[config.mk]
export PLATFORM = sky130hd
export DESIGN_NAME = uart_rx_ctrl
export DESIGN_NICKNAME = d
export VERILOG_FILES = /design/src/rtl/uart_rx_ctrl.sv
export SDC_FILE = /design/constraint.sdc
export NUM_CORES = 1
export LEC_CHECK = 0
export BUFFER_PORTS_ARGS = -buffer_cell sky130_fd_sc_hd__clkbuf_2
export CORE_ASPECT_RATIO = 1.25
export CORE_MARGIN = 10
export CORE_UTILIZATION = 25
export DETAILED_ROUTE_END_ITERATION = 8
export PLACE_DENSITY = 0.41
export SKIP_LAST_GASP = 1
export SLEW_MARGIN = 15
export SYNTH_ARGS = -nofsm -noshare
export SYNTH_HDL_FRONTEND = slang
export SYNTH_SLANG_ARGS = --single-unit
export TNS_END_PERCENT = 100
[constraint.sdc]
create_clock -name clk -period 5.3 [get_ports clk]
set_clock_uncertainty 0.2 [all_clocks]
set_input_delay 0.265 -clock clk [delete_from_list [all_inputs] [get_ports clk]]
set_output_delay 0.265 -clock clk [all_outputs]
set_load 0.02 [all_outputs]
[src/rtl/uart_rx_ctrl.sv]
// Oversampling UART receive controller: synchronizes rx, finds the start bit,
// samples each bit at its mid-point and emits each byte with a one-cycle valid pulse.
module uart_rx_ctrl #(
  parameter int unsigned DBIT     = 8,
  parameter int unsigned SB_TICK  = 16,
  parameter int unsigned OVS      = 16,
  parameter int unsigned TMR_BITS = 10,
  parameter int unsigned DIVISOR  = 651
) (
  input  logic                clk,
  input  logic                rst,
  input  logic                s_tick,
  input  logic                rx,
  output logic [TMR_BITS-1:0] final_value,
  output logic                timer_en,
  output logic                rx_busy,
  output logic                rx_done,
  output logic [DBIT-1:0]     rx_data,
  output logic                frame_err
);

  localparam int unsigned SMAX   = (OVS > SB_TICK) ? OVS : SB_TICK;
  localparam int unsigned SCNT_W = (SMAX > 1) ? $clog2(SMAX) : 1;
  localparam int unsigned NCNT_W = (DBIT > 1) ? $clog2(DBIT) : 1;

  typedef enum logic [1:0] {
    ST_IDLE  = 2'd0,
    ST_START = 2'd1,
    ST_DATA  = 2'd2,
    ST_STOP  = 2'd3
  } state_e;

  state_e              state_q, state_d;
  logic [SCNT_W-1:0]   s_cnt_q, s_cnt_d;
  logic [NCNT_W-1:0]   n_cnt_q, n_cnt_d;
  logic [DBIT-1:0]     b_q, b_d;
  logic                rx_meta_q, rx_s_q;
  logic                busy_q;
  logic                done_q, done_d;
  logic [DBIT-1:0]     data_q, data_d;
  logic                ferr_q, ferr_d;

  // Timer is configured with a constant terminal count and runs out of reset.
  assign final_value = TMR_BITS'(DIVISOR - 1);
  assign timer_en    = ~rst;

  assign rx_busy   = busy_q;
  assign rx_done   = done_q;
  assign rx_data   = data_q;
  assign frame_err = ferr_q;

  // Two-flop synchronizer; resets to the idle line level so reset never looks like a start bit.
  always_ff @(posedge clk) begin
    if (rst) begin
      rx_meta_q <= 1'b1;
      rx_s_q    <= 1'b1;
    end else begin
      rx_meta_q <= rx;
      rx_s_q    <= rx_meta_q;
    end
  end

  always_ff @(posedge clk) begin
    if (rst) begin
      state_q <= ST_IDLE;
      s_cnt_q <= '0;
      n_cnt_q <= '0;
      b_q     <= '0;
      busy_q  <= 1'b0;
      done_q  <= 1'b0;
      data_q  <= '0;
      ferr_q  <= 1'b0;
    end else begin
      state_q <= state_d;
      s_cnt_q <= s_cnt_d;
      n_cnt_q <= n_cnt_d;
      b_q     <= b_d;
      busy_q  <= (state_d != ST_IDLE);
      done_q  <= done_d;
      data_q  <= data_d;
      ferr_q  <= ferr_d;
    end
  end

  always_comb begin
    state_d = state_q;
    s_cnt_d = s_cnt_q;
    n_cnt_d = n_cnt_q;
    b_d     = b_q;
    done_d  = 1'b0;
    data_d  = data_q;
    ferr_d  = ferr_q;

    unique case (state_q)
      ST_IDLE: begin
        if (!rx_s_q) begin
          state_d = ST_START;
          s_cnt_d = '0;
        end
      end
      // Re-check the line half a bit later to reject glitches.
      ST_START: begin
        if (s_tick) begin
          if (s_cnt_q == SCNT_W'(OVS / 2 - 1)) begin
            if (!rx_s_q) begin
              state_d = ST_DATA;
              s_cnt_d = '0;
              n_cnt_d = '0;
            end else begin
              state_d = ST_IDLE;
            end
          end else begin
            s_cnt_d = s_cnt_q + SCNT_W'(1);
          end
        end
      end
      ST_DATA: begin
        if (s_tick) begin
          if (s_cnt_q == SCNT_W'(OVS - 1)) begin
            s_cnt_d = '0;
            b_d     = {rx_s_q, b_q[DBIT-1:1]};
            if (n_cnt_q == NCNT_W'(DBIT - 1)) begin
              state_d = ST_STOP;
            end else begin
              n_cnt_d = n_cnt_q + NCNT_W'(1);
            end
          end else begin
            s_cnt_d = s_cnt_q + SCNT_W'(1);
          end
        end
      end
      // A low stop bit still delivers the byte, flagged as a framing error.
      ST_STOP: begin
        if (s_tick) begin
          if (s_cnt_q == SCNT_W'(SB_TICK - 1)) begin
            state_d = ST_IDLE;
            done_d  = 1'b1;
            data_d  = b_q;
            ferr_d  = ~rx_s_q;
          end else begin
            s_cnt_d = s_cnt_q + SCNT_W'(1);
          end
        end
      end
      default: state_d = ST_IDLE;
    endcase
  end

endmodule

Yosys cells after proc, flatten, opt, wreduce, memory -nomap -nowiden
Cells that the tools add are included.
- $add $sub $neg: 2
- eq/ne operators: 14
- mux-type cells: 26
- bitwise logic cells: 4
- reductions and logical operators: 8
- operators with widths (cell ; number):
    4-bit two-way mux ; 7
    2-bit two-way mux ; 9
    3-bit two-way mux ; 6
    2-bit inequality test (second input constant) ; 8
    4-bit case mux with 4 select lines ; 1
    2-bit case mux with 4 select lines ; 1
    7-bit AND reduction ; 1
    3-bit case mux with 2 select lines ; 1
    3-bit AND reduction ; 2
    4-bit by 1-bit adder with 4-bit output (second input constant) ; 1
    2-bit == test (second input constant) ; 2
    4-bit by 3-bit == test with 1-bit output (second input constant) ; 1
    4-bit == test (second input constant) ; 1
    1-bit inverter ; 4
    4-bit AND reduction ; 1
    2-bit nonzero test ; 2
    3-bit by 1-bit adder with 3-bit output (second input constant) ; 1
    3-bit == test (second input constant) ; 1
    3-bit OR reduction ; 1
    2-bit by 1-bit == test with 1-bit output (second input constant) ; 1
    2-bit logical NOT ; 1
    1-bit two-way mux ; 1
- register bits: 30
- input port bits: 4
- output and inout port bits: 22
- logic and storage cells: 64

Logic depth before layout (Yosys ltp)
- word-level depth: 6
- mapped depth: 6
- mapped depth without buffers: 6

Worst setup path after synthesis
No wires, ideal clock.
- path kind: register to register
- start point: register n_cnt_q[0]
- end point: register n_cnt_q[0]
- setup time: 0.071 ns
- data arrival time: 1.511 ns
- data required time: 5.029 ns
- slack: 3.518 ns
- stages on the path, launching flop included: 7
- path buffers: 0
- clock period less this slack: 1.782 ns
- cell sequence: dfxtp_1 ha_1 ha_1 and4bb_2 o21ai_2 or3b_1 a21oi_1
- word-level cells in the longest chain between the ends: 5
- elaborated cells between the ends (all ways): 8
- classes of those cells: 1 x add/sub; 2 x eq/ne; 4 x mux; 1 x reduce/logical
- ends and longest elaborated chain (element ; line ; RTL):
    start, declared ; 35 ; logic [NCNT_W-1:0] n_cnt_q, n_cnt_d;
    start signal, assigned ; 76 ; n_cnt_q <= n_cnt_d;
    3-bit by 1-bit adder with 3-bit output ; 125 ; n_cnt_d = n_cnt_q + NCNT_W'(1);
    3-bit two-way mux ; 122 ; if (n_cnt_q == NCNT_W'(DBIT - 1)) begin
    3-bit two-way mux ; 119 ; if (s_cnt_q == SCNT_W'(OVS - 1)) begin
    3-bit two-way mux ; 118 ; if (s_tick) begin
    3-bit case mux with 2 select lines ; 94 ; unique case (state_q)
Parallel ways exist; a longest one is shown, timed or not. The select of a mux whose other input is x is not followed.
A chain may end at the register's enable or synchronous reset.

Worst setup path after layout
- start point: register state_q[0]
- end point: register n_cnt_q[0]
- word-level cells in the longest chain between the ends: 3
- elaborated cells between the ends (all ways): 11
- classes of those cells: 8 x eq/ne; 1 x mux; 2 x reduce/logical
- ends and longest elaborated chain (element ; line ; RTL):
    start, declared ; 33 ; state_e state_q, state_d;
    start signal, assigned ; 74 ; state_q <= state_d;
    2-bit == test / 2-bit by 1-bit == test with 1-bit output (equally long branches) ; 94 ;
    2-bit inequality test (no source line) / 2-bit nonzero test (equally long branches) ; -- ;
    7-bit AND reduction (no source line) ; -- ;
Parallel ways exist; a longest one is shown, timed or not.

==> metrics.md <==
| Metric | Value |
|---|---|
| Outcome | complete, no violations |
| Port bufs | 15 |
| Fill count | 583 |
| Sw Ratio | 19.2% |
| First-pass GRT wire length | 4660 um |
| Layout cells sized above 1 | 21.3% |
| DR vias/cell | 4.43 |
| Final hold violations | 0 |
| Largest net degree at the start of global routing | 28 |
| VDD IR max | 110 uV |
| Die H | 103 um |
| Crit path DAT | 1.92 ns |
| CTS Buf Count | 5 |
| Crit-path leading delay family | simple AND/OR/NAND/NOR gates |
| Hold Path Class | reg2reg |
| Starting Density | 25.8% |
| Setup WS post-layout | 3.39 ns |
| Max Fclk | 523 MHz |
| Slowest stage cell on the critical path | dfxtp_1 |
| Critical-path cell list | nor4b_2 > o21ai_2 > or3b_1 > a21oi_1 |
| Total Power | 0.537 mW |
| Overflow after GRT | 0 |
| Core area | 5410 um2 |
| I/O pin count | 26 |
| Type of the worst setup path | reg2reg |
| Via count | 992 |
| FF-to-FF Start | state_q[0] |
| Max-Cap Viols | 0 |
| Combinational share of power | 3.8% |
| Total GRT Usage | 6.66% |
| Max-slew violation count | 0 |
| Data required, critical path | 5.30 ns |
| Min Clock Period, post-route | 1.91 ns |
| Final WL | 2780 um |
| Average wire per standard cell | 12.4 um |
| Row cnt | 30 |
| Sink Count | 30 |
| Initial antenna violation count | 0 |
| Final Cell Area | 1620 um2 |
| Main flop type after synthesis | dfxtp_1 |
| Postcts setup bufs | 0 |
| Area of the multi-input gates | 698 um2 |
| Yosys reg bits | 30 |
| Leak | 0.647 nW |
| P_int | 0.433 mW |
| Hold wc startpoint | rx_meta_q |
| CP peak stage delay | 0.61 ns |
| Synth Area in XOR/XNOR | 0.629% |
| Tcrit/Tclk final | 36.1% |
| WHS | 0.213 ns |
| CTS tree | done |
| FF/Latch Area | 601 um2 |
| Synth Area in Compound Gates | 11.4% |
| Dpl ws | 3.40 ns |
| Area post-placement | 1470 um2 |
| Setup crit end kind | flop |
| PwrDens | 331 nW/um2 |
| Synth cell types | 43 |
| Async S/R FF share, synth | 0% |
| Worst Max-Slew Pin Slew | 0.521 ns |
| Largest cells by area after synthesis | dfxtp_1, mux2i_1, buf_4 |
| Max H-tree Level | 2 |
| Seq pwr share | 42.8% |
| Post-synth EDFFs | 0 |
| Final Util | 30.0% |
| Clk root buf | clkbuf_8 |
| Multiplexer area fraction after synthesis | 12.2% |
| Simple-Gate Fraction of Synth Area | 20.5% |
| Vias in the first global route | 989 |
| Mapped Cells | 144 |
| Dpl cells | 215 |
| Post-synth top area cell | dfxtp_1 |
| Placer Congestion | 0.762 |
| Routed Antenna Nets | 0 |
| RSZ-0062 raised after global routing | no |
| Crit path buf inv count | 0 |
| N_diodes | 0 |
| Final setup vio count | 0 |
| Detail Placement HPWL | 2050 um |
| Non-Filler Instances | 224 |
| Clk_lat worst skew | 0.28 ns |
| Register area share after synthesis | 43.1% |
| Slew Limit Headroom | 65.3% |
| YS warnings | 0 |
| Die area | 8970 um2 |
| Layout Nets | 166 |
| Largest family of logic cells by synthesized area | simple AND/OR/NAND/NOR gates |
| Psw | 0.103 mW |
| Post-Syn Area | 1390 um2 |
| CTS max path bufs | 2 |
| Synth Area in Adders | 2.70% |
| CTS clk-pin slew, worst paths | 0.07 ns |
| Clk pwr share | 53.4% |
| Worst setup startpoint | state_q[0] |
| Avg Cell Area, Syn | 9.67 um2 |
| Die Wd | 86.8 um |
| Startpoint types | flop |
| DRT iter0 DRCs | 6 |
| Layout area overhead | 16.4% |
| Setup tns final | 0 ns |
| Pre-antenna DRT Iters | 4 |
| Drt drc | 0 |
| Top-area cell type share of the netlist area | 43.1% |
| Worst Path Max Fanout | 13 |
[logic make-up (layout without fill, tap and decap cells)]
logic type	count (synthesis)	in the layout
simple gates	48	48
flops	30	30
compound gates	23	23
buf+inv	20	28
mux	17	17
fa+ha+maj	3	3
other cells	2	10
xor+xnor	1	1
[state kept, by name, summed over array words and instances, names as in the netlist]
register   count
b_q            8
rx_data        8
s_cnt_q        4
n_cnt_q        3
state_q        2
frame_err      1
rx_busy        1
rx_done        1
rx_meta_q      1
rx_s_q         1
[cell usage in the layout, fill, tap and decap left out, drive strengths merged, types with 2 or more instances in the layout]
cell | netlist | layout
conb | 2 | 10
or3b | 2 | 2
nand2b | 2 | 2
nand2 | 6 | 6
or2 | 3 | 3
o22ai | 2 | 2
clkbuf | 3 | 21
o2111ai | 2 | 2
dfxtp | 30 | 30
and3 | 3 | 3
mux2i | 17 | 17
o21ai | 5 | 5
nand3 | 2 | 2
a21oi | 4 | 4
ha | 3 | 3
inv | 4 | 4
nor3 | 3 | 3
bufinv | 0 | 2
nor2 | 20 | 20
a31oi | 2 | 2
[worst register-to-register path: cells and delay by family, from the launching register on]
family / cells / cell delay [ns]
compound gates: 2 / 0.24
flops: 1 / 0.61
simple gates: 2 / 0.78
[power groups by stage]
stage	Sequential (mW)	Clock, mW	Combinational, mW
after floorplan	0.234	0	0.0222
after global routing	0.230	0.305	0.0226
after global placement	0.235	0	0.0197
after CTS	0.230	0.296	0.0204
after detailed placement	0.235	0	0.0197
final	0.230	0.286	0.0205
[synthesized netlist by cell type (2+ instances only)]
master     count
a21oi_1        4
a31oi_1        2
and3_1         2
buf_4         13
clkbuf_1       3
conb_1         2
dfxtp_1       30
ha_1           3
inv_1          4
mux2i_1       17
nand2_1        5
nand2b_1       2
nor2_1        19
nor3_1         2
o2111ai_1      2
o21ai_0        4
o22ai_1        2
or2_2          2
or3b_1         2
[layer usage]
metal / global-route usage, % / share of wire, %
met3: 3.21 / 6.6
met2: 10.0 / 47
met1: 7.42 / 43
met5: 0 / 0
met4: 4.12 / 2.5
[layout make-up]
type                    count  share of cell area [%]
repair buffers             16                    5.25
multi-input cells         102                    43.1
clock buffers               6                    5.09
flip-flops and latches     30                    37.0
inverters                   4                   0.926
well taps                  64                    4.94
clock inverters             2                    3.70
[final timing paths]
check / end / slack, ns / cells after the start
worst max register to register: n_cnt_q[0] / 3.39 / 4
worst min-delay path: rx_s_q / 0.21 / 1
worst min register to register: rx_s_q / 0.21 / 1
worst max-delay path: n_cnt_q[0] / 3.39 / 4
[repair_timing]
item | in CTS | in global routing
endpoints found under the hold margin | 1 | 0
hold buffers | 1 | 0
resized for setup | 0 | 0
Note: power is estimated with default switching activity, not from simulation.
